`config.mk`:
```
export PLATFORM = sky130hd
export DESIGN_NAME = syscall_unit_flat
export DESIGN_NICKNAME = d
export VERILOG_FILES = /design/src/rtl/syscall_unit_if.sv /design/src/rtl/syscall_unit.sv /design/src/flat_wrapper.sv
export SDC_FILE = /design/constraint.sdc
export NUM_CORES = 1
export LEC_CHECK = 0
export CORE_ASPECT_RATIO = 0.7
export CORE_MARGIN = 3
export CORE_UTILIZATION = 50
export CTS_CLUSTER_SIZE = 12
export DETAILED_ROUTE_END_ITERATION = 6
export PLACE_DENSITY = 0.74
export SLEW_MARGIN = 25
export SYNTH_ARGS = -nofsm -noshare
export SYNTH_HDL_FRONTEND = slang
export SYNTH_SLANG_ARGS = --single-unit
```
`constraint.sdc`:
```
create_clock -name clk -period 4.3 [get_ports clk]
set_input_delay 0.86 -clock clk [delete_from_list [all_inputs] [get_ports clk]]
set_output_delay 0.86 -clock clk [all_outputs]
set_load 0.1 [all_outputs]
```
`src/rtl/syscall_unit_if.sv`:
```
// Handshake bundle between the processor/console side and syscall_unit.
// The instruction request and the output record stream share one interface.
// master = processor + console sink side, slave = syscall_unit.
interface syscall_unit_if #(
  parameter int WIDTH = 32,
  parameter int WORDS = 4
);
  logic                   req_valid;
  logic [31:0]            instr_ID;
  logic [WIDTH-1:0]       rs;
  logic [WORDS*WIDTH-1:0] rt;
  logic                   stall;
  logic                   done;
  logic                   err;
  logic                   out_valid;
  logic                   out_ready;
  logic [1:0]             out_kind;
  logic [WIDTH-1:0]       out_data;
  logic                   out_last;
  logic                   halt;

  modport master (
    output req_valid, instr_ID, rs, rt, out_ready,
    input  stall, done, err, out_valid, out_kind, out_data, out_last, halt
  );

  modport slave (
    input  req_valid, instr_ID, rs, rt, out_ready,
    output stall, done, err, out_valid, out_kind, out_data, out_last, halt
  );
endinterface

```
`src/rtl/syscall_unit.sv`:
```
// syscall_unit: latches a syscall (instruction ID 26), stalls the processor
// while argument words are serialised into a record FIFO, and drains that
// FIFO to a console sink. exit halts only once all earlier output is gone.
// Optional macro SYSCALL_DISPLAY_EN: simulation-only printing of popped
// records and $finish on halt; without it the block is fully synthesizable.
module syscall_unit #(
  parameter int WIDTH = 32,
  parameter int WORDS = 4,
  parameter int DEPTH = 8
) (
  input logic          clk,
  input logic          reset,
  syscall_unit_if.slave bus
);
  localparam int AW = $clog2(DEPTH);

  typedef enum logic [1:0] {IDLE, EMIT, DRAIN, HALTED} state_t;

  typedef struct packed {
    logic [1:0]       kind;
    logic             last;
    logic [WIDTH-1:0] data;
  } rec_t;

  state_t                 state_q, state_d;
  logic [WORDS*WIDTH-1:0] rt_q, rt_d;
  logic [1:0]             kind_q, kind_d;
  logic [2:0]             cnt_q, cnt_d, n_q, n_d;
  logic                   done_q, done_d, err_q, err_d, halt_q, halt_d;
  // nop/error completes one cycle after acceptance; pend_q bridges that gap
  logic                   pend_q, pend_d, perr_q, perr_d;

  rec_t                   mem_q [DEPTH];
  logic [AW-1:0]          wptr_q, rptr_q;
  logic [AW:0]            count_q, count_d;

  logic                   is_sys, accept, push, pop, ov;
  logic [WIDTH-1:0]       word;
  rec_t                   push_rec, head;

  logic                   dec_emit, dec_exit, dec_err;
  logic [1:0]             dec_kind;
  logic [2:0]             dec_n;

  assign is_sys = bus.req_valid && (bus.instr_ID == 32'd26);
  assign accept = is_sys && !done_q && !halt_q && !pend_q && (state_q == IDLE);

  // Decode the syscall code presented on rs into record kind / word count
  always_comb begin
    dec_emit = 1'b0;
    dec_exit = 1'b0;
    dec_err  = 1'b0;
    dec_kind = 2'd0;
    dec_n    = 3'd1;
    if (bus.rs == WIDTH'(1)) begin
      dec_emit = 1'b1;
    end else if (bus.rs == WIDTH'(8)) begin
      dec_emit = 1'b1;
      dec_kind = 2'd1;
    end else if (bus.rs == WIDTH'(2)) begin
      dec_exit = 1'b1;
    end else if (bus.rs == WIDTH'(3)) begin
      dec_emit = 1'b0;
    end else if (bus.rs >= WIDTH'(4) && bus.rs <= WIDTH'(7)) begin
      dec_n = {1'b0, bus.rs[1:0]} + 3'd1;
      if (int'(dec_n) > WORDS) begin
        dec_err = 1'b1;
      end else begin
        dec_emit = 1'b1;
        dec_kind = 2'd2;
      end
    end else begin
      dec_err = 1'b1;
    end
  end

  // Select argument word cnt_q for the record being pushed
  always_comb begin
    word = rt_q[WIDTH-1:0];
    for (int k = 0; k < WORDS; k++) begin
      if (cnt_q == 3'(k)) word = rt_q[k*WIDTH +: WIDTH];
    end
  end

  assign push_rec = '{kind: kind_q, last: (cnt_q == n_q - 3'd1), data: word};

  // Next-state logic for the syscall FSM and the FIFO push request
  always_comb begin
    state_d = state_q;
    rt_d    = rt_q;
    kind_d  = kind_q;
    cnt_d   = cnt_q;
    n_d     = n_q;
    done_d  = 1'b0;
    err_d   = 1'b0;
    halt_d  = halt_q;
    pend_d  = 1'b0;
    perr_d  = 1'b0;
    push    = 1'b0;
    case (state_q)
      IDLE: begin
        if (pend_q) begin
          done_d = 1'b1;
          err_d  = perr_q;
        end else if (accept) begin
          rt_d = bus.rt;
          if (dec_emit) begin
            state_d = EMIT;
            cnt_d   = 3'd0;
            n_d     = dec_n;
            kind_d  = dec_kind;
          end else if (dec_exit) begin
            state_d = DRAIN;
          end else begin
            pend_d = 1'b1;
            perr_d = dec_err;
          end
        end
      end
      EMIT: begin
        // push is gated on the registered count only: a same-cycle pop at
        // full does not make room
        if (!count_q[AW]) begin
          push  = 1'b1;
          cnt_d = cnt_q + 3'd1;
          if (cnt_q == n_q - 3'd1) begin
            done_d  = 1'b1;
            state_d = IDLE;
          end
        end
      end
      DRAIN: begin
        if (count_q == '0) begin
          done_d  = 1'b1;
          halt_d  = 1'b1;
          state_d = HALTED;
        end
      end
      default: state_d = HALTED;
    endcase
  end

  // FSM and captured-syscall registers
  always_ff @(posedge clk) begin
    if (reset) begin
      state_q <= IDLE;
      rt_q    <= '0;
      kind_q  <= 2'd0;
      cnt_q   <= 3'd0;
      n_q     <= 3'd0;
      done_q  <= 1'b0;
      err_q   <= 1'b0;
      halt_q  <= 1'b0;
      pend_q  <= 1'b0;
      perr_q  <= 1'b0;
    end else begin
      state_q <= state_d;
      rt_q    <= rt_d;
      kind_q  <= kind_d;
      cnt_q   <= cnt_d;
      n_q     <= n_d;
      done_q  <= done_d;
      err_q   <= err_d;
      halt_q  <= halt_d;
      pend_q  <= pend_d;
      perr_q  <= perr_d;
    end
  end

  assign ov      = (count_q != '0);
  assign pop     = ov && bus.out_ready;
  assign count_d = count_q + (AW+1)'(push) - (AW+1)'(pop);

  // FIFO pointers and occupancy; pointers wrap naturally at DEPTH
  always_ff @(posedge clk) begin
    if (reset) begin
      wptr_q  <= '0;
      rptr_q  <= '0;
      count_q <= '0;
    end else begin
      if (push) wptr_q <= wptr_q + 1'b1;
      if (pop)  rptr_q <= rptr_q + 1'b1;
      count_q <= count_d;
    end
  end

  // FIFO storage; contents need no reset since occupancy qualifies them
  always_ff @(posedge clk) begin
    if (!reset && push) mem_q[wptr_q] <= push_rec;
  end

  assign head = mem_q[rptr_q];

  assign bus.stall     = is_sys && !done_q && !halt_q;
  assign bus.done      = done_q;
  assign bus.err       = err_q;
  assign bus.halt      = halt_q;
  assign bus.out_valid = ov;
  assign bus.out_kind  = ov ? head.kind : 2'd0;
  assign bus.out_data  = ov ? head.data : '0;
  assign bus.out_last  = ov ? head.last : 1'b0;

`ifdef SYSCALL_DISPLAY_EN
  // Console model: print each popped record, end simulation on halt
  always @(posedge clk) begin
    if (!reset && pop) begin
      case (head.kind)
        2'd0:    $display("%d", $signed(head.data));
        2'd1:    $display("%d", head.data);
        default: $display("%s", head.data);
      endcase
    end
    if (!reset && state_q == DRAIN && state_d == HALTED) begin
      #5 $finish;
    end
  end
`else
  // Synthesizable build: halt is the only exit indication.
`endif

endmodule

```
`src/flat_wrapper.sv`:
```
// flat-port wrapper written by rule: the top's interface ports become plain ports
module syscall_unit_flat 
#(
  parameter int WIDTH = 32,
  parameter int WORDS = 4,
  parameter int DEPTH = 8
)
  (clk, reset, bus_req_valid, bus_instr_ID, bus_rs, bus_rt, bus_out_ready, bus_stall, bus_done, bus_err, bus_out_valid, bus_out_kind, bus_out_data, bus_out_last, bus_halt);
  syscall_unit_if #(.WIDTH(WIDTH), .WORDS(WORDS)) bus_i ();
  input logic clk;
  input logic reset;
  input wire logic [$bits(bus_i.req_valid)-1:0] bus_req_valid;
  input wire logic [$bits(bus_i.instr_ID)-1:0] bus_instr_ID;
  input wire logic [$bits(bus_i.rs)-1:0] bus_rs;
  input wire logic [$bits(bus_i.rt)-1:0] bus_rt;
  input wire logic [$bits(bus_i.out_ready)-1:0] bus_out_ready;
  output wire logic [$bits(bus_i.stall)-1:0] bus_stall;
  output wire logic [$bits(bus_i.done)-1:0] bus_done;
  output wire logic [$bits(bus_i.err)-1:0] bus_err;
  output wire logic [$bits(bus_i.out_valid)-1:0] bus_out_valid;
  output wire logic [$bits(bus_i.out_kind)-1:0] bus_out_kind;
  output wire logic [$bits(bus_i.out_data)-1:0] bus_out_data;
  output wire logic [$bits(bus_i.out_last)-1:0] bus_out_last;
  output wire logic [$bits(bus_i.halt)-1:0] bus_halt;
  assign bus_i.req_valid = bus_req_valid;
  assign bus_i.instr_ID = bus_instr_ID;
  assign bus_i.rs = bus_rs;
  assign bus_i.rt = bus_rt;
  assign bus_i.out_ready = bus_out_ready;
  assign bus_stall = bus_i.stall;
  assign bus_done = bus_i.done;
  assign bus_err = bus_i.err;
  assign bus_out_valid = bus_i.out_valid;
  assign bus_out_kind = bus_i.out_kind;
  assign bus_out_data = bus_i.out_data;
  assign bus_out_last = bus_i.out_last;
  assign bus_halt = bus_i.halt;
  syscall_unit #(.WIDTH(WIDTH), .WORDS(WORDS), .DEPTH(DEPTH)) u_core (.clk(clk), .reset(reset), .bus(bus_i));
endmodule
```
==> qor.yml <==
synth-seq-area-share_pct: 65.5
rr_endpoint: "u_core.count_q[2]"
antenna_cells: 0
drtAntennaViolNets: 0
worstPathMaxFanout: 22
skew_ns: 0.0192
dieArea_sq_um: 37500
area_growth_pct: 23.2
final_nets: 1794
reg2reg_slack_ns: 1.14
fillCellCount: 2564
path_class: "reg2out"
cts_tree: "built"
yosysMostFrequentCell: "nand2_1"
vdd.ir_drop.worst_v: 0.000856
drcViolationCount: 0
finalSetupViolations: 0
rr_startpoint: "u_core.count_q[3]"
instances_no_fill: 2074
critPathLaunchType: "flip-flop"
coreArea_sq_um: 34100
insertion_delay_ns: 0.55
cap_viol_max_count: 0
setup_tns_ns: 0
die_width_um: 230
leakage_nw: 7.62
drt_wl_total_mm: 40.8
power.density_nw_per_um2: 589
grt_antenna_before_repair: 0
clockRootBuffer: "clkbuf_16"
syn_area_per_cell_sq_um: 13.0
vias_per_cell: 5.46
min_path_type: "reg2reg"
rsz0062_at_grt: "no"
synth_seq_cells: 436
die_h_um: 163
port_buffers: 235
wl_per_cell_um: 19.7
yosysWarningCount: 0
synth.area.top_cells: "edfxtp_1 (48%), dfxtp_1 (18%), mux4_2 (9.0%)"
dp.cells: 2000
gp_congestion: 0.775
ctsHoldBuffers: 0
status: "complete, no violations"
crit_required_ns: 3.44
cts.sinks: 436
hpwl_mm: 25.3
r2r_cells: 12
dpl_cell_area_sq_um: 20400
worstPathArrival_ns: 3.08
worstMarginPinSlew_ns: 1.03
grt_pass1_vias: 11256
synth_edf_count: 280
synth_common_cells: "nand2_1 (299), edfxtp_1 (280), a21oi_1 (163)"
overflow: 0
netlist_area_sq_um: 17600
finalCriticalPeriod_ns: 3.94
htreeDepth: 2
start_util_pct: 51.6
syn_inst: 1358
vias: 11320
grt_use_total_pct: 21.6
max_slew_margin_pct: 30.6
yosysTopAreaCell: "edfxtp_1"
drive_above_1_share_pct: 13.4
io_pins: 236
cts_buffer_depth: 3
maxSlewViolCount: 0
rows: 56
cp-endpoint: "bus_out_kind[1]"
synth_top_area_share_pct: 47.8
period_share_pct: 91.7
synthArstFlopShare_pct: 0
ctsResizeCount: 0
clk_pin_slew_ns: 0.06
first_pass_iters: 5
synth_nets: 1571
max_freq_mhz: 254
grt_pass1_wl_mm: 63.0
crit_path_end_kind: "output pin"
hold_viol_final: 0
design_area_sq_um: 21700
drt_iter0_markers: 1126
grt_max_degree: 114
cts_made_buffers: 43
synthFlopType: "edfxtp_1"
post_cts_buffers: 0
ys_types: 47
[cell usage in the layout (no fill, tap or decap), types with 30 or more instances in the layout]
master	n
a21oi_1	163
buf_4	58
clkbuf_16	44
clkdlybuf4s50_1	205
dfxtp_1	153
edfxtp_1	280
mux2i_1	69
mux4_2	70
nand2_1	299
nor2_1	84
o21ai_0	30
[state kept, by name (all words and copies together), names as in the netlist, named ones only]
name,cells
u_core.wptr_q,3
u_core.rptr_q,3
u_core.cnt_q,3
u_core.mem_q,280
u_core.count_q,4
u_core.n_q,3
u_core.pend_q,1
u_core.perr_q,1
u_core.bus.done,1
u_core.bus.halt,1
u_core.kind_q,2
u_core.state_q,2
u_core.rt_q,128
u_core.bus.err,1
[how the worst min path moves through the flow]
stage          depth (start not counted)              to  slack, ns          start
2_1_floorplan                          2  u_core.bus.err       0.40  u_core.perr_q
3_3_place_gp                           2  u_core.bus.err       0.41  u_core.perr_q
3_5_place_dp                           2  u_core.bus.err       0.41  u_core.perr_q
4_1_cts                                2  u_core.bus.err       0.42  u_core.perr_q
5_1_grt                                2  u_core.bus.err       0.46  u_core.perr_q
6_report                               2  u_core.bus.err       0.42  u_core.perr_q
[critical path: stages (launching register included)]
cell	delay, ns
dfxtp_4	0.62
mux4_2	0.55
mux2i_1	0.25
nor2_1	0.10
clkdlybuf4s50_1	1.01
[layout make-up]
type	count	area (sq um)	area share [%]
Sequential cell	436	11500	53.2
Multi-Input combinational cell	815	5650	26.1
Timing Repair Buffer	266	2550	11.7
Clock buffer	71	1260	5.82
Tap cell	464	581	2.68
Inverter	19	71.3	0.329
Clock inverter	3	32.5	0.150
[layer usage]
| metal | up-vias | GRT usage, % | part of all wire [%] |
|---|---|---|---|
| li1 | 5349 | - | - |
| met1 | 5547 | 29.5 | 43 |
| met2 | 373 | 36.9 | 50 |
| met3 | 51 | 3.57 | 5.8 |
| met4 | 0 | 4.84 | 1.8 |
| met5 | - | 0 | 0 |
[per-stage QoR]
step,hold WS (ns),utilization (%),worst slack [ns],power [W]
detailed placement,0.414,59.7,0.871,0.00940
finish,0.417,63.5,0.359,0.0128
CTS,0.421,63.5,0.272,0.0129
floorplan,0.402,-,0.112,0.00829
global placement,0.415,59.7,0.869,0.00938
global route,0.462,63.5,0.226,0.0132
[logic make-up after synthesis]
logic type / Yosys count / synth area share (%)
xor gates and xnor gates: 9 / 0.533
DFF: 436 / 65.5
AOI/OAI and AO/OA: 213 / 6.38
and+or+nand+nor: 437 / 10.5
buffers and inverters: 107 / 2.96
adders and majority gates: 17 / 1.25
muxes: 139 / 12.9
[power breakdown]
part / total (W) / internal, W / switching [W]
logic: 0.00474 / 0.00128 / 0.00346
clock network: 0.00349 / 0.00200 / 0.00149
registers: 0.00453 / 0.00444 / 0.0000946
Note: power is estimated with default switching activity, not from simulation.
